`config.mk`:
```
export PLATFORM = sky130hd
export DESIGN_NAME = ct_idu_rf_ereg_acc_bank
export DESIGN_NICKNAME = d
export VERILOG_FILES = /design/src/rtl/ct_idu_rf_ereg_acc_bank.sv
export SDC_FILE = /design/constraint.sdc
export NUM_CORES = 1
export LEC_CHECK = 0
export CAP_MARGIN = 20
export CORE_ASPECT_RATIO = 2
export CORE_MARGIN = 2
export CORE_UTILIZATION = 35
export CTS_BUF_LIST = sky130_fd_sc_hd__clkbuf_4 sky130_fd_sc_hd__clkbuf_8
export DETAILED_ROUTE_END_ITERATION = 10
export GPL_TIMING_DRIVEN = 0
export SLEW_MARGIN = 20
export SYNTH_ARGS = -nofsm -noshare
export SYNTH_HDL_FRONTEND = slang
export SYNTH_SLANG_ARGS = --single-unit
```
`constraint.sdc`:
```
create_clock -name ereg_top_clk -period 3.7 [get_ports ereg_top_clk]
set_clock_uncertainty 0.05 [all_clocks]
set_input_delay 0.555 -clock ereg_top_clk [delete_from_list [all_inputs] [get_ports ereg_top_clk]]
set_output_delay 0.555 -clock ereg_top_clk [all_outputs]
set_load 0.03 [all_outputs]
```
`src/rtl/ct_idu_rf_ereg_acc_bank.sv`:
```
`default_nettype none
//------------------------------------------------------------------------------
// Module   : ct_idu_rf_ereg_acc_bank (with helper gated_clk_cell)
// Brief    : Bank of exception-flag registers (eregs) for FP/vector writeback
//            pipes. Entries are allocated at rename, written by any writeback
//            port, and on retire their flags are ORed into an architectural
//            flag accumulator.
// Revision : 1.0 - initial release
//------------------------------------------------------------------------------

// Latch-based clock gate: enable is captured while the clock is low so the
// gated clock cannot glitch during the high phase.
module gated_clk_cell (
   input  logic clk_in,
   input  logic global_en,
   input  logic module_en,
   input  logic local_en,
   input  logic external_en,
   input  logic pad_yy_icg_scan_en,
   output logic clk_out
);
   logic en_bf_latch;
   logic en_af_latch;

   assign en_bf_latch = (global_en & (module_en | local_en)) | external_en;

   // Transparent while the clock is low, holds during the high phase
   always_latch begin
      if (!clk_in) en_af_latch = en_bf_latch;
   end

   assign clk_out = clk_in & (en_af_latch | pad_yy_icg_scan_en);
endmodule

module ct_idu_rf_ereg_acc_bank #(
   parameter int DATA_WIDTH = 6,
   parameter int DEPTH      = 32,
   parameter int IDX_W      = 5,
   parameter int WB_PORTS   = 2
) (
   input  logic                           ereg_top_clk,
   input  logic                           cpurst_b,
   input  logic                           cp0_yy_clk_en,
   input  logic                           cp0_idu_icg_en,
   input  logic                           pad_yy_icg_scan_en,
   input  logic                           x_alloc_vld,
   input  logic [IDX_W-1:0]               x_alloc_idx,
   input  logic [WB_PORTS-1:0]            x_wb_vld,
   input  logic [WB_PORTS*IDX_W-1:0]      x_wb_idx,
   input  logic [WB_PORTS*DATA_WIDTH-1:0] x_wb_data,
   input  logic                           x_retire_vld,
   input  logic [IDX_W-1:0]               x_retire_idx,
   input  logic                           x_flush,
   input  logic                           x_csr_wr_vld,
   input  logic [DATA_WIDTH-1:0]          x_csr_wr_data,
   input  logic [IDX_W-1:0]               x_rd_idx,
   output logic [DATA_WIDTH-1:0]          x_rd_data,
   output logic                           x_rd_wb,
   output logic [DATA_WIDTH-1:0]          x_acc_reg_dout,
   output logic                           x_err_sticky
);

   typedef enum logic [1:0] {
      ST_IDLE  = 2'd0,
      ST_ALLOC = 2'd1,
      ST_WB    = 2'd2
   } ereg_st_e;

   logic                               entry_clk;
   logic                               entry_clk_en;
   logic                               acc_clk;
   logic                               acc_clk_en;

   logic [DEPTH-1:0][1:0]              st_all;
   logic [DEPTH-1:0][DATA_WIDTH-1:0]   data_all;
   logic [DEPTH-1:0][DATA_WIDTH-1:0]   contrib_all;
   logic [DEPTH-1:0]                   err_all;

   logic [DATA_WIDTH-1:0]              ret_contrib;
   logic [DATA_WIDTH-1:0]              acc_q;
   logic [DATA_WIDTH-1:0]              acc_d;
   logic                               err_q;

   // Entry array only toggles when some entry could change
   assign entry_clk_en = (|x_wb_vld) | x_alloc_vld | x_retire_vld | x_flush;
   assign acc_clk_en   = x_retire_vld | x_csr_wr_vld;

   gated_clk_cell u_entry_icg (
      .clk_in             (ereg_top_clk),
      .global_en          (cp0_yy_clk_en),
      .module_en          (cp0_idu_icg_en),
      .local_en           (entry_clk_en),
      .external_en        (1'b0),
      .pad_yy_icg_scan_en (pad_yy_icg_scan_en),
      .clk_out            (entry_clk)
   );

   gated_clk_cell u_acc_icg (
      .clk_in             (ereg_top_clk),
      .global_en          (cp0_yy_clk_en),
      .module_en          (cp0_idu_icg_en),
      .local_en           (acc_clk_en),
      .external_en        (1'b0),
      .pad_yy_icg_scan_en (pad_yy_icg_scan_en),
      .clk_out            (acc_clk)
   );

   generate
      for (genvar i = 0; i < DEPTH; i++) begin : g_entry
         localparam logic [IDX_W-1:0] C_IDX = IDX_W'(i);

         ereg_st_e              state_q;
         ereg_st_e              state_d;
         logic [DATA_WIDTH-1:0] data_q;
         logic [DATA_WIDTH-1:0] data_d;
         logic [DATA_WIDTH-1:0] wb_data;
         logic [DATA_WIDTH-1:0] contrib;
         logic                  wb_hit;
         logic                  ret_hit;
         logic                  alloc_hit;
         logic                  leaving;
         logic                  err;

         // Merge every writeback port that targets this entry
         always_comb begin
            wb_hit  = 1'b0;
            wb_data = '0;
            for (int p = 0; p < WB_PORTS; p++) begin
               if (x_wb_vld[p] && (x_wb_idx[p*IDX_W +: IDX_W] == C_IDX)) begin
                  wb_hit  = 1'b1;
                  wb_data = wb_data | x_wb_data[p*DATA_WIDTH +: DATA_WIDTH];
               end
            end
         end

         // Next state, retire contribution and protocol-violation detection
         always_comb begin
            ret_hit   = x_retire_vld & (x_retire_idx == C_IDX);
            alloc_hit = x_alloc_vld & (x_alloc_idx == C_IDX);
            // Retire wins over flush; both free the entry this cycle
            leaving   = ret_hit | (x_flush & (state_q != ST_IDLE));
            state_d   = state_q;
            data_d    = data_q;
            contrib   = '0;
            err       = 1'b0;

            if (wb_hit && (state_q == ST_IDLE)) err = 1'b1;

            if (ret_hit) begin
               case (state_q)
                  ST_WB:    contrib = data_q | wb_data;
                  ST_ALLOC: begin
                     if (wb_hit) contrib = wb_data;
                     else        err     = 1'b1;
                  end
                  default:  err = 1'b1;
               endcase
            end

            if (alloc_hit) begin
               // Re-allocating a live entry that is not being freed is illegal
               if ((state_q != ST_IDLE) && !leaving) err = 1'b1;
               state_d = ST_ALLOC;
               data_d  = '0;
            end else if (leaving) begin
               state_d = ST_IDLE;
               data_d  = '0;
            end else if (wb_hit && (state_q != ST_IDLE)) begin
               state_d = ST_WB;
               data_d  = data_q | wb_data;
            end
         end

         // Entry state and flag storage on the activity-gated clock
         always_ff @(posedge entry_clk or negedge cpurst_b) begin
            if (!cpurst_b) begin
               state_q <= ST_IDLE;
               data_q  <= '0;
            end else begin
               state_q <= state_d;
               data_q  <= data_d;
            end
         end

         assign st_all[i]      = state_q;
         assign data_all[i]    = data_q;
         assign contrib_all[i] = contrib;
         assign err_all[i]     = err;
      end
   endgenerate

   // Collect retire contributions and form the next accumulator value
   always_comb begin
      ret_contrib = '0;
      for (int e = 0; e < DEPTH; e++) ret_contrib = ret_contrib | contrib_all[e];
      acc_d = (x_csr_wr_vld ? x_csr_wr_data : acc_q) | ret_contrib;
   end

   // Architectural flag accumulator, clocked only on retire or CSR write
   always_ff @(posedge acc_clk or negedge cpurst_b) begin
      if (!cpurst_b) acc_q <= '0;
      else           acc_q <= acc_d;
   end

   // Sticky protocol error on the free-running clock so no event is missed
   always_ff @(posedge ereg_top_clk or negedge cpurst_b) begin
      if (!cpurst_b) err_q <= 1'b0;
      else           err_q <= err_q | (|err_all);
   end

   assign x_rd_wb        = (st_all[x_rd_idx] == ST_WB);
   assign x_rd_data      = {DATA_WIDTH{x_rd_wb}} & data_all[x_rd_idx];
   assign x_acc_reg_dout = acc_q;
   assign x_err_sticky   = err_q;

endmodule
`default_nettype wire

```
==> results of run 1 <==
[repair_timing]
item | CTS
resized for setup | 137
pin swaps | 10
hold endpoints to repair | 85
hold buffers | 1
setup endpoints to repair | 14
buffers inserted | 13
cloned | 0
[per-stage QoR]
| stage | TNS (ns) | utilization [%] |
|---|---|---|
| after floorplan | 0 | - |
| after global placement | -2847.79 | 37.9 |
| after detailed placement | -49.98 | 38.4 |
| after CTS | -0.584 | 41.5 |
[cell families after synthesis]
kind of cell    count (synthesis)  synth area share, %
simple gates                  913                 22.0
compound gates                900                 27.8
flops                         263                 32.0
buf+inv                       255                 4.90
fa+ha+maj                      96                 5.84
mux                            73                 7.33
latches                         2                0.146
[routing by layer]
metal / global-route usage (%) / GRT overflow
met3: 25.9 / 0
met5: 0.817 / 0
met4: 60.4 / 4
met1: 57.5 / 0
met2: 81.4 / 2
==> flow_summary.ini, run 1 <==
[synth]
synth_area_sq_um = 20600
avgSynthCellArea_sq_um = 8.22
synthFlopType = dfrtp_1
ys_types = 81
synth_seq_cells = 265
syn_inst = 2502
synth.area.top_cells = dfrtp_1, o22ai_1, nor2_1
synth_top_area_share_pct = 32.0
yosys.area.top_type = dfrtp_1
yosysMostFrequentCell = nor2_1
synth-async-reset-ratio_pct = 99.2
synth_enable_flop_cells = 0
yosys_warnings = 0
synthTopCellsByCount = nor2_1, dfrtp_1, a21oi_1, o22ai_1, nand2_1
syn_nets = 2652

[run_status]
tool.error = [ERROR GRT-0116] Global routing finished with congestion. Check the congestion regions in the DRC Viewer.
status = stopped before the end
haltStage = 5_1_grt

[grt]
grt_pass1_wl_mm = 237
grt_start_max_net_pins = 87
overflow = 6
grt_pass1_vias = 27000
grt_use_total_pct = 56.5

[placed_design]
hpwl_mm = 123
gp_congestion = 1.15
pre_cts_ws_ns = -1.96
dp_cells = 3323
placed_cell_area_sq_um = 22300
place.port_buffers = 49

[floorplanning]
die_w_microns = 175
die_h_microns = 347
row_count = 125
io_pins = 68
start_util_pct = 35.4
==> run 2: changes to the inputs <==
--- a/config.mk
+++ b/config.mk
@@ -6,12 +6,11 @@
 export NUM_CORES = 1
 export LEC_CHECK = 0
 export CAP_MARGIN = 20
-export CORE_ASPECT_RATIO = 2
 export CORE_MARGIN = 2
-export CORE_UTILIZATION = 35
-export CTS_BUF_LIST = sky130_fd_sc_hd__clkbuf_4 sky130_fd_sc_hd__clkbuf_8
+export CORE_UTILIZATION = 20
 export DETAILED_ROUTE_END_ITERATION = 10
 export GPL_TIMING_DRIVEN = 0
+export PLACE_DENSITY_LB_ADDON = 0.15
 export SLEW_MARGIN = 20
 export SYNTH_ARGS = -nofsm -noshare
 export SYNTH_HDL_FRONTEND = slang
==> run 2 against run 1 <==
  * The flow now finishes, with violations (hold timing, setup timing)
  * Synthesized area unchanged
  * Synthesized cell count unchanged
==> flow_summary.ini, run 2 <==
[power]
power.leakage_nw = 9.73
combPwrFrac_pct = 34.2
p_per_area_nw_per_um2 = 405
total_power_mw = 10.5
p_switching_mw = 4.30
power_frac_seq_pct = 25.7
ir_drop_mv = 0.227
swShare_pct = 40.9
p_clk_share_pct = 40.1
intPower_mw = 6.21

[synth]
yosys_warnings = 0
synth_area_sq_um = 20600
ys_types = 81
synth_top_area_share_pct = 32.0
yosys.area.top_type = dfrtp_1
synthTopCellsByCount = nor2_1, dfrtp_1, a21oi_1, o22ai_1, nand2_1
syn_inst = 2502
synth-async-reset-ratio_pct = 99.2
synth_enable_flop_cells = 0
yosysMostFrequentCell = nor2_1
syn_nets = 2652
synth_seq_cells = 265
synth.area.top_cells = dfrtp_1, o22ai_1, nor2_1
synthFlopType = dfrtp_1
avgSynthCellArea_sq_um = 8.22

[worst_setup_path]
cp_top_family = multiplexers
r2r_cells = 9
cp_slowest_stage_delay_ns = 0.67
path_class = reg -> out
cp.buffers_inverters = 3
cp_max_fo = 4
setup.worst_path.end_class = primary output
path_cells = inv_2 -> a32oi_1 -> mux4_2 -> mux4_2 -> buf_6 -> nor2_4 -> buf_6
cp_slowest_cell = mux4_2
r2r_end = x_acc_reg_dout[1]
cp-start-kind = flop
r2r_slack_ns = 0
arrival_ns = 3.35
required_ns = 3.09
r2r-start = g_entry[28].state_q[0]

[placed_design]
place.port_buffers = 49
placed_cell_area_sq_um = 23500
gp_congestion = 1.01
pre_cts_ws_ns = -2.35
dp_cells = 3962
hpwl_mm = 135

[grt]
antenna_found_initial = 21
grt_pass1_vias = 22600
grt_use_total_pct = 30.8
grt_pass1_wl_mm = 219
grt_start_max_net_pins = 82
overflow = 0

[detailed_routing]
dr.pass1.iters = 10
wl_per_cell_microns = 40.9
ant_nets = 0
vias = 24400
remaining_drc_errors = 0
drt-total-wl_mm = 168
via_per_inst = 5.96
drtIter0Drc = 3556

[floorplanning]
die_h_microns = 325
die_w_microns = 325
io_pins = 68
die_area_sq_um = 105000
row_count = 117
start_util_pct = 20.2
core-area_sq_um = 102000

[sta]
slew_violations = 0
max_freq_mhz = 253
grt_setup_unrepaired = true
fin_crit_ns = 3.96
holdWs_ns = -0.000927
worst_slew_pin_slew_ns = 1.17
fin_tns_setup_ns = -1.60
slew_headroom_pct = 22.3
setup_violations = 10
fin_crit_sh_pct = 107
setup_ws_ns = -0.255
hold_viol = 1

[finish]
fin_util_pct = 25.5
drive_gt1_share_pct = 16.9
num-fill-cells = 11200
largest_register_ffs = 192
final_common_cell = nor2_1
final_area_sq_um = 26000
final_cells = 4093
areaGrowthSynthToFinish_pct = 26.2
regMostFlops = g_entry.data_q
final_nets = 2838
final_cell_mix = nor2_1, dfrtp_1, a21oi_1, o22ai_1, nand2_1

[clock_network]
clkTransAtPathRegs_ns = 0.06
clkLatencyLatePin_ns = 1.02
cts_tree = done

[worst_hold_path]
hp-class = in -> async

[run_status]
status = finished, violations left
violations = hold timing, setup timing

[flow_run]
max-cap-violations = 0
==> run 2: repair_timing <==
item / in CTS / in global routing
hold buffers: 1 / 0
setup buffers: 26 / 7
pin swaps: 17 / 13
gates resized for setup: 162 / 46
hold endpoints to repair: 181 / 0
setup endpoints to repair: 14 / 14
==> run 2: kinds of logic after synthesis <==
logic type               after synthesis  synth area share, %
multiplexers                          73                 7.33
AND/OR/NAND/NOR                      913                 22.0
AO/OA/AOI/OAI                        900                 27.8
latches                                2                0.146
buffers and inverters                255                 4.90
adder cells (fa/ha/maj)               96                 5.84
flip-flops                           263                 32.0
==> run 2: power by group through the flow <==
stage,Combinational [mW],Sequential (mW),Clock [mW]
3_3_place_gp,2.63,2.06,0.259
3_5_place_dp,2.74,2.06,0.259
2_1_floorplan,1.38,2.02,0.259
6_report,3.59,2.70,4.21
5_1_grt,3.75,2.73,4.38
4_1_cts,3.46,2.69,4.29
==> run 2: worst max path at each step <==
| stage | start | to | slack [ns] | cells past startpoint |
|---|---|---|---|---|
| after floorplan | x_retire_vld | u_entry_icg.en_af_latch | 0.20 | 4 |
| after global placement | cpurst_b | g_entry[23].state_q[1] | -11.89 | 1 |
| after detailed placement | x_wb_idx[6] | x_acc_reg_dout[4] | -2.35 | 10 |
| after CTS | g_entry[18].state_q[0] | x_rd_data[3] | -0.23 | 7 |
| after global routing | g_entry[4].state_q[1] | x_rd_data[4] | -0.32 | 8 |
| final | g_entry[19].state_q[0] | x_rd_data[3] | -0.26 | 7 |
==> run 2: area by class of cell <==
type | instances | area [sq um] | area share [%]
multi-input combinational | 1982 | 13500 | 51.9
clock inverter | 15 | 195 | 0.752
clock buffer | 73 | 1590 | 6.12
inverter | 72 | 270 | 1.04
antenna | 10 | 25.0 | 0.0964
timing repair buffer | 126 | 1230 | 4.75
sequential | 265 | 6610 | 25.5
buffer | 182 | 860 | 3.31
tap | 1368 | 1710 | 6.59
==> run 2: routing by layer <==
layer  track usage [%]  wire length (microns)  vias to the layer above
met4              11.1                   7160                       12
met1              43.5                  73600                    12600
li1                  -                      -                     9883
met5                 0                     80                        -
met2              45.5                  70300                     1591
met3              7.03                  16600                      283
No activity file was read; power rests on OpenSTA's default activity.
